### src/rtl/imem_loader.sv
// imem_loader: boot-time program loader and address arbiter for the byte-wide
// instruction memory. Host words arrive over a valid/ready handshake and are
// written most-significant byte first, matching a fetch path that assembles
// {mem[a], mem[a+1], mem[a+2], mem[a+3]}. While a load runs the CPU is stalled
// and the loader owns the memory port; otherwise pc_addr passes straight through.
//
// Ports:
//   clk, rst_n        clock, synchronous active-low reset
//   start             begin a load session at byte address 0 (IDLE only)
//   wr_valid/wr_ready host word handshake; wr_word, wr_last = word and end flag
//   pc_addr           CPU fetch address (passed to mem_addr in IDLE)
//   mem_addr/mem_data/mem_we  memory port (memory samples on falling edge)
//   cpu_stall         high for the whole session
//   load_done         one-cycle pulse at the end of a session
//   load_err          sticky overflow flag, cleared by start or reset
//   byte_count        bytes written in the current or last session
//
// state  | meaning
// -------+---------------------------------------------------------------
// IDLE   | CPU owns memory, waiting for start
// ACCEPT | wr_ready high, waiting for a host word; overflow checked here
// WRITE  | four cycles, one byte per cycle, MSB first
// DONE   | one-cycle load_done pulse, then back to IDLE
module imem_loader #(
  parameter int DATA_WIDTH = 8,
  parameter int ADDR_WIDTH = 32,
  parameter int MEM_DEPTH  = 91
) (
  input  logic                  clk,
  input  logic                  rst_n,
  input  logic                  start,
  input  logic                  wr_valid,
  output logic                  wr_ready,
  input  logic [31:0]           wr_word,
  input  logic                  wr_last,
  input  logic [ADDR_WIDTH-1:0] pc_addr,
  output logic [ADDR_WIDTH-1:0] mem_addr,
  output logic [DATA_WIDTH-1:0] mem_data,
  output logic                  mem_we,
  output logic                  cpu_stall,
  output logic                  load_done,
  output logic                  load_err,
  output logic [ADDR_WIDTH-1:0] byte_count
);

  localparam logic [1:0] S_IDLE   = 2'd0;
  localparam logic [1:0] S_ACCEPT = 2'd1;
  localparam logic [1:0] S_WRITE  = 2'd2;
  localparam logic [1:0] S_DONE   = 2'd3;

  localparam logic [ADDR_WIDTH:0] LAST_ADDR = (ADDR_WIDTH+1)'(MEM_DEPTH - 1);

  logic [1:0]            state;
  logic [ADDR_WIDTH-1:0] ptr;
  logic [ADDR_WIDTH-1:0] cnt;
  logic [1:0]            idx;
  logic [31:0]           word_q;
  logic                  last_q;
  logic                  err_q;
  logic [ADDR_WIDTH:0]   ptr_end;
  logic                  overflow;
  logic [7:0]            byte_sel;

  // One extra bit so the end-of-word address cannot wrap before the compare.
  assign ptr_end  = {1'b0, ptr} + (ADDR_WIDTH+1)'(3);
  assign overflow = (ptr_end > LAST_ADDR);

  always_comb begin
    byte_sel = word_q[31:24];
    case (idx)
      2'd0: byte_sel = word_q[31:24];
      2'd1: byte_sel = word_q[23:16];
      2'd2: byte_sel = word_q[15:8];
      2'd3: byte_sel = word_q[7:0];
      default: byte_sel = word_q[31:24];
    endcase
  end

  // All port outputs decode from registered state, so they are stable across
  // the whole cycle and safe for the falling-edge memory capture.
  always_comb begin
    cpu_stall = (state != S_IDLE);
    wr_ready  = (state == S_ACCEPT);
    mem_we    = (state == S_WRITE);
    load_done = (state == S_DONE);
    mem_addr  = (state == S_IDLE) ? pc_addr : ptr;
    mem_data  = (state == S_WRITE) ? DATA_WIDTH'(byte_sel) : '0;
  end

  assign load_err   = err_q;
  assign byte_count = cnt;

  always_ff @(posedge clk) begin
    if (!rst_n) begin
      state  <= S_IDLE;
      ptr    <= '0;
      cnt    <= '0;
      idx    <= '0;
      word_q <= '0;
      last_q <= 1'b0;
      err_q  <= 1'b0;
    end else begin
      case (state)
        S_IDLE: begin
          if (start) begin
            ptr   <= '0;
            cnt   <= '0;
            err_q <= 1'b0;
            state <= S_ACCEPT;
          end
        end
        S_ACCEPT: begin
          if (wr_valid) begin
            // Reject the whole word up front so no partial word is written.
            if (overflow) begin
              err_q <= 1'b1;
              state <= S_DONE;
            end else begin
              word_q <= wr_word;
              last_q <= wr_last;
              idx    <= '0;
              state  <= S_WRITE;
            end
          end
        end
        S_WRITE: begin
          ptr <= ptr + ADDR_WIDTH'(1);
          cnt <= cnt + ADDR_WIDTH'(1);
          idx <= idx + 2'd1;
          if (idx == 2'd3) begin
            state <= last_q ? S_DONE : S_ACCEPT;
          end
        end
        S_DONE: begin
          state <= S_IDLE;
        end
        default: begin
          state <= S_IDLE;
        end
      endcase
    end
  end

endmodule

### config.mk
export PLATFORM = sky130hd
export DESIGN_NAME = imem_loader
export DESIGN_NICKNAME = d
export VERILOG_FILES = /design/src/rtl/imem_loader.sv
export SDC_FILE = /design/constraint.sdc
export NUM_CORES = 1
export LEC_CHECK = 0
export CAP_MARGIN = 5
export CELL_PAD_IN_SITES_DETAIL_PLACEMENT = 1
export CELL_PAD_IN_SITES_GLOBAL_PLACEMENT = 2
export CORE_ASPECT_RATIO = 0.75
export CORE_MARGIN = 2
export CORE_UTILIZATION = 31
export DETAILED_ROUTE_END_ITERATION = 6
export PLACE_DENSITY = 0.86
export SLEW_MARGIN = 10
export SYNTH_ARGS = -nofsm -noshare
export SYNTH_HDL_FRONTEND = slang
export SYNTH_SLANG_ARGS = --single-unit
### constraint.sdc
create_clock -name clk -period 7 [get_ports clk]
set_input_delay 1.05 -clock clk [delete_from_list [all_inputs] [get_ports clk]]
set_output_delay 1.05 -clock clk [all_outputs]
set_load 0.005 [all_outputs]
==> flow_results.xml <==
<?xml version="1.0" encoding="UTF-8"?>
<metrics>
  <group name="clock_network">
    <metric name="clock_sinks" unit="">102</metric>
    <metric name="post_cts_resized" unit="">0</metric>
    <metric name="cts_root_buffer" unit="">sky130_fd_sc_hd__clkbuf_16</metric>
    <metric name="clk_pin_slew_worst_paths" unit="ns">0.07</metric>
    <metric name="cts-buffers-inserted" unit="">9</metric>
    <metric name="clock_latency" unit="ns">0.36</metric>
    <metric name="largest_buffer_count_on_any_clock_path" unit="">2</metric>
    <metric name="post-cts-setup-buffers" unit="">0</metric>
    <metric name="tritoncts" unit="">done</metric>
    <metric name="cts_max_level" unit="">3</metric>
    <metric name="postCtsHoldBufs" unit="">0</metric>
  </group>
  <group name="grt">
    <metric name="grt_first_pass_wirelength" unit="mm">32.96</metric>
    <metric name="globalRouteOverflowTotal" unit="">0</metric>
    <metric name="global_route.usage.total" unit="%">19.50</metric>
    <metric name="first_global_vias" unit="">5899</metric>
    <metric name="grt_antenna_before_repair" unit="">0</metric>
    <metric name="grt_start_max_net_pins" unit="">73</metric>
  </group>
  <group name="timing">
    <metric name="totalNegativeSetupSlack" unit="ns">0</metric>
    <metric name="report.final.hold_viol_count" unit="">0</metric>
    <metric name="unrepaired_setup_endpoints_after_global_routing" unit="">no</metric>
    <metric name="min_period_over_period" unit="%">55.02</metric>
    <metric name="timing_max_transition_violations_final" unit="">0</metric>
    <metric name="hold_ws" unit="ns">0.4605</metric>
    <metric name="max_clock_skew" unit="ns">0.008470</metric>
    <metric name="slew_headroom" unit="%">42.81</metric>
    <metric name="min_period" unit="ns">3.852</metric>
    <metric name="timing_worst_slew_pin_value" unit="ns">0.8578</metric>
    <metric name="achievable-frequency" unit="MHz">259.6</metric>
    <metric name="timing.final.setup_violations" unit="">0</metric>
  </group>
  <group name="synth">
    <metric name="yosysWarnings" unit="">0</metric>
    <metric name="ys_seq_elements" unit="">102</metric>
    <metric name="synth_edf_count" unit="">0</metric>
    <metric name="async_set_or_reset_register_ratio_after_synthesis" unit="%">0</metric>
    <metric name="postSynthAreaPerCell" unit="sq um">7.749</metric>
    <metric name="netlist_area" unit="sq um">6098</metric>
    <metric name="ys_dominant_reg_cell" unit="">sky130_fd_sc_hd__dfxtp_1</metric>
    <metric name="post_synth_num_cell_types" unit="">61</metric>
    <metric name="syn-num-nets" unit="">864</metric>
    <metric name="synthesis.instances" unit="">787</metric>
    <metric name="synth.yosys.seq_area_share" unit="%">33.48</metric>
  </group>
  <group name="placed_design">
    <metric name="gp_routability_congestion" unit="">0.8845</metric>
    <metric name="dp.final_hpwl" unit="mm">14.51</metric>
    <metric name="port_buffers" unit="">145</metric>
  </group>
  <group name="min_path">
    <metric name="whs_endpoint" unit="">word_q[27]$_SDFFE_PN0P_</metric>
    <metric name="worstHoldPathType" unit="">reg -&gt; reg</metric>
    <metric name="min_from" unit="">word_q[27]$_SDFFE_PN0P_</metric>
    <metric name="holdPathStages" unit="">2</metric>
  </group>
  <group name="finish">
    <metric name="drive_above_1_share" unit="%">7.744</metric>
    <metric name="filler_cell_count" unit="">2334</metric>
    <metric name="combined_flip_flop_and_latch_cell_area" unit="sq um">2042</metric>
    <metric name="area.growth.synth_to_final" unit="%">30.65</metric>
    <metric name="multi_input_comb_area" unit="sq um">3685</metric>
    <metric name="n_diodes" unit="">0</metric>
    <metric name="layout.nets" unit="">963</metric>
  </group>
  <group name="detailed_routing">
    <metric name="via_per_inst" unit="">5.399</metric>
    <metric name="drt_pre_antenna_iters" unit="">5</metric>
    <metric name="routed_wirelength" unit="mm">20.44</metric>
    <metric name="drt_drc_violations_left" unit="">0</metric>
    <metric name="initialDrtViolationCount" unit="">444</metric>
    <metric name="post_drt_wl_per_cell" unit="microns">17.87</metric>
    <metric name="routed-via-count" unit="">6176</metric>
    <metric name="detail-route-antenna-nets" unit="">0</metric>
  </group>
  <group name="setup_path">
    <metric name="worst_r2r_startpoint" unit="">ptr[0]$_SDFFE_PN0P_</metric>
    <metric name="crit_fanout" unit="">35</metric>
    <metric name="setup.worst_path.end_class" unit="">register</metric>
    <metric name="worst_setup_path_start_kind" unit="">register</metric>
    <metric name="critical-path-max-stage-delay" unit="ns">0.60</metric>
    <metric name="path_cells" unit="">inv_1 -&gt; ha_1 -&gt; nor2b_1 -&gt; nand4_1 -&gt; nor4_1 -&gt; o22ai_1 -&gt; or4bb_1 -&gt; nor4_4 -&gt; buf_4 -&gt; mux2i_1</metric>
    <metric name="standard_cell_with_the_maximum_stage_delay_on_the_critical_path" unit="">sky130_fd_sc_hd__or4bb_1</metric>
    <metric name="timing.reg2reg.worst_path_depth" unit="">10</metric>
    <metric name="worst_endpoint_required_time" unit="ns">7.28</metric>
    <metric name="worst_ep_arrival_time" unit="ns">4.13</metric>
    <metric name="r2r-end" unit="">word_q[10]$_SDFFE_PN0P_</metric>
    <metric name="setup.worst_path.class" unit="">reg -&gt; reg</metric>
    <metric name="reg2reg_setup_slack" unit="ns">3.15</metric>
  </group>
  <group name="floorplan">
    <metric name="die_x" unit="microns">166.0</metric>
    <metric name="placement_rows" unit="">44</metric>
    <metric name="initial_core_util" unit="%">31.56</metric>
    <metric name="die_height" unit="microns">125.5</metric>
    <metric name="pin_count" unit="">146</metric>
    <metric name="design.die.area" unit="sq um">20820</metric>
    <metric name="core_area" unit="sq um">19320</metric>
  </group>
  <group name="pwr">
    <metric name="total_leakage_power" unit="nW">2.596</metric>
    <metric name="max-vdd-ir-drop" unit="uV">107.9</metric>
    <metric name="power.density" unit="nW/um^2">174.9</metric>
  </group>
  <group name="run_status">
    <metric name="result_of_the_run" unit="">completed</metric>
  </group>
  <group name="flow_run">
    <metric name="max-cap-violations" unit="">0</metric>
  </group>
</metrics>
-- area by class of cell --
cell class / count / area share, %
inverters: 22 / 1.036
repair buffers: 152 / 18.81
multi-input cells: 599 / 46.25
well taps: 253 / 3.973
clock buffers: 12 / 3.345
flip-flops and latches: 102 / 25.63
clock inverters: 4 / 0.9579
-- synthesized netlist by cell type (3+ instances only) --
cell type / count / share of area [%]
sky130_fd_sc_hd__nand2_1: 127 / 7.8
sky130_fd_sc_hd__dfxtp_1: 102 / 33
sky130_fd_sc_hd__nor2_1: 63 / 3.9
sky130_fd_sc_hd__clkbuf_1: 47 / 2.9
sky130_fd_sc_hd__nand3_1: 46 / 3.8
sky130_fd_sc_hd__a21oi_1: 45 / 3.7
sky130_fd_sc_hd__mux2i_1: 41 / 6.7
sky130_fd_sc_hd__o21ai_0: 31 / 2.5
sky130_fd_sc_hd__mux2_2: 29 / 5.4
sky130_fd_sc_hd__nand4_1: 25 / 2.6
sky130_fd_sc_hd__inv_1: 21 / 1.3
sky130_fd_sc_hd__or3_1: 19 / 1.9
sky130_fd_sc_hd__o211ai_1: 17 / 2.1
sky130_fd_sc_hd__and2_1: 14 / 1.4
sky130_fd_sc_hd__nor4_1: 14 / 1.4
sky130_fd_sc_hd__nor3_1: 13 / 1.1
sky130_fd_sc_hd__and3_1: 10 / 1.0
sky130_fd_sc_hd__buf_2: 9 / 0.74
sky130_fd_sc_hd__a222oi_1: 8 / 1.3
sky130_fd_sc_hd__ha_1: 8 / 1.6
sky130_fd_sc_hd__o21a_1: 7 / 0.86
sky130_fd_sc_hd__or2_2: 7 / 0.72
sky130_fd_sc_hd__a31oi_1: 6 / 0.62
sky130_fd_sc_hd__and4_1: 6 / 0.86
sky130_fd_sc_hd__nand3b_1: 5 / 0.62
sky130_fd_sc_hd__o31ai_1: 5 / 0.62
sky130_fd_sc_hd__buf_1: 4 / 0.25
sky130_fd_sc_hd__nand2b_1: 4 / 0.41
sky130_fd_sc_hd__o31a_1: 4 / 0.57
sky130_fd_sc_hd__or4_1: 4 / 0.49
sky130_fd_sc_hd__buf_12: 3 / 0.98
sky130_fd_sc_hd__xnor2_1: 3 / 0.43
-- cells by family (layout without fill, tap and decap cells) --
group | count (synthesis) | count (layout) | synth area share, %
and+or+nand+nor | 372 | 372 | 30.39
AOI/OAI and AO/OA | 145 | 145 | 15.43
DFF | 102 | 102 | 33.48
buffers and inverters | 86 | 190 | 6.401
muxes | 70 | 70 | 12.08
adders and majority gates | 8 | 8 | 1.641
xor gates and xnor gates | 4 | 4 | 0.5746
-- per-stage QoR --
step / worst slack (ns) / utilization (%) / instance area [sq um] / std cells / power [mW]
6_report: 3.148 / 41.23 / 7968 / 1144 / 1.394
2_1_floorplan: 3.994 / - / 6098 / 787 / 0.7145
4_1_cts: 3.213 / 41.23 / 7968 / 1144 / 1.410
3_3_place_gp: 3.344 / 39.46 / 7625 / 1128 / 0.8244
5_1_grt: 2.886 / 41.23 / 7968 / 1144 / 1.448
3_5_place_dp: 3.271 / 39.46 / 7625 / 1128 / 0.8235
-- sequential cells by signal, indices dropped and copies added (netlist names) --
| name | count |
|---|---|
| idx | 2 |
| word_q | 32 |
| last_q | 1 |
| byte_count | 32 |
| ptr | 32 |
| state | 2 |
| load_err | 1 |
-- critical path: cells and delay by family (launching register included) --
family / cells / cell delay, ns
buffers and inverters: 2 / 0.70
AOI/OAI and AO/OA: 1 / 0.17
muxes: 1 / 0.25
and+or+nand+nor: 5 / 1.76
DFF: 1 / 0.54
adders and majority gates: 1 / 0.32
-- placed cells by master (no fill, tap or decap), types with 25 or more instances in the layout --
master                            netlist  final
sky130_fd_sc_hd__nor2_1                63     62
sky130_fd_sc_hd__a21oi_1               45     45
sky130_fd_sc_hd__nand3_1               46     46
sky130_fd_sc_hd__dfxtp_1              102    102
sky130_fd_sc_hd__nand2_1              127    126
sky130_fd_sc_hd__mux2_2                29     29
sky130_fd_sc_hd__nand4_1               25     25
sky130_fd_sc_hd__clkdlybuf4s50_1        0    144
sky130_fd_sc_hd__mux2i_1               41     41
sky130_fd_sc_hd__o21ai_0               31     31
-- worst max-delay path by stage --
stage	startpoint	end	slack, ns	cells after the start
2_1_floorplan	ptr[0]$_SDFFE_PN0P_	word_q[10]$_SDFFE_PN0P_	3.99	12
3_3_place_gp	ptr[0]$_SDFFE_PN0P_	idx[0]$_SDFFE_PN0P_	3.34	10
3_5_place_dp	ptr[0]$_SDFFE_PN0P_	word_q[22]$_SDFFE_PN0P_	3.27	10
4_1_cts	ptr[0]$_SDFFE_PN0P_	word_q[25]$_SDFFE_PN0P_	3.21	10
5_1_grt	ptr[0]$_SDFFE_PN0P_	word_q[21]$_SDFFE_PN0P_	2.89	10
6_report	ptr[0]$_SDFFE_PN0P_	word_q[10]$_SDFFE_PN0P_	3.15	10
-- per-layer routing --
| layer | vias up | track usage [%] | share of wire (%) |
|---|---|---|---|
| met1 | 2988 | 30.38 | 53 |
| met2 | 146 | 27.19 | 41 |
| met5 | - | 0 | 0 |
| met4 | 0 | 4.348 | 0.69 |
| met3 | 9 | 3.925 | 5.0 |
| li1 | 3033 | - | - |
-- power breakdown --
group | total (mW) | internal, mW | leakage [nW] | switching [mW]
logic | 0.206 | 0.110 | 1.61 | 0.0963
registers | 0.602 | 0.592 | 0.824 | 0.0104
clock network | 0.585 | 0.345 | 0.165 | 0.240
No activity file was read; power rests on OpenSTA's default activity.
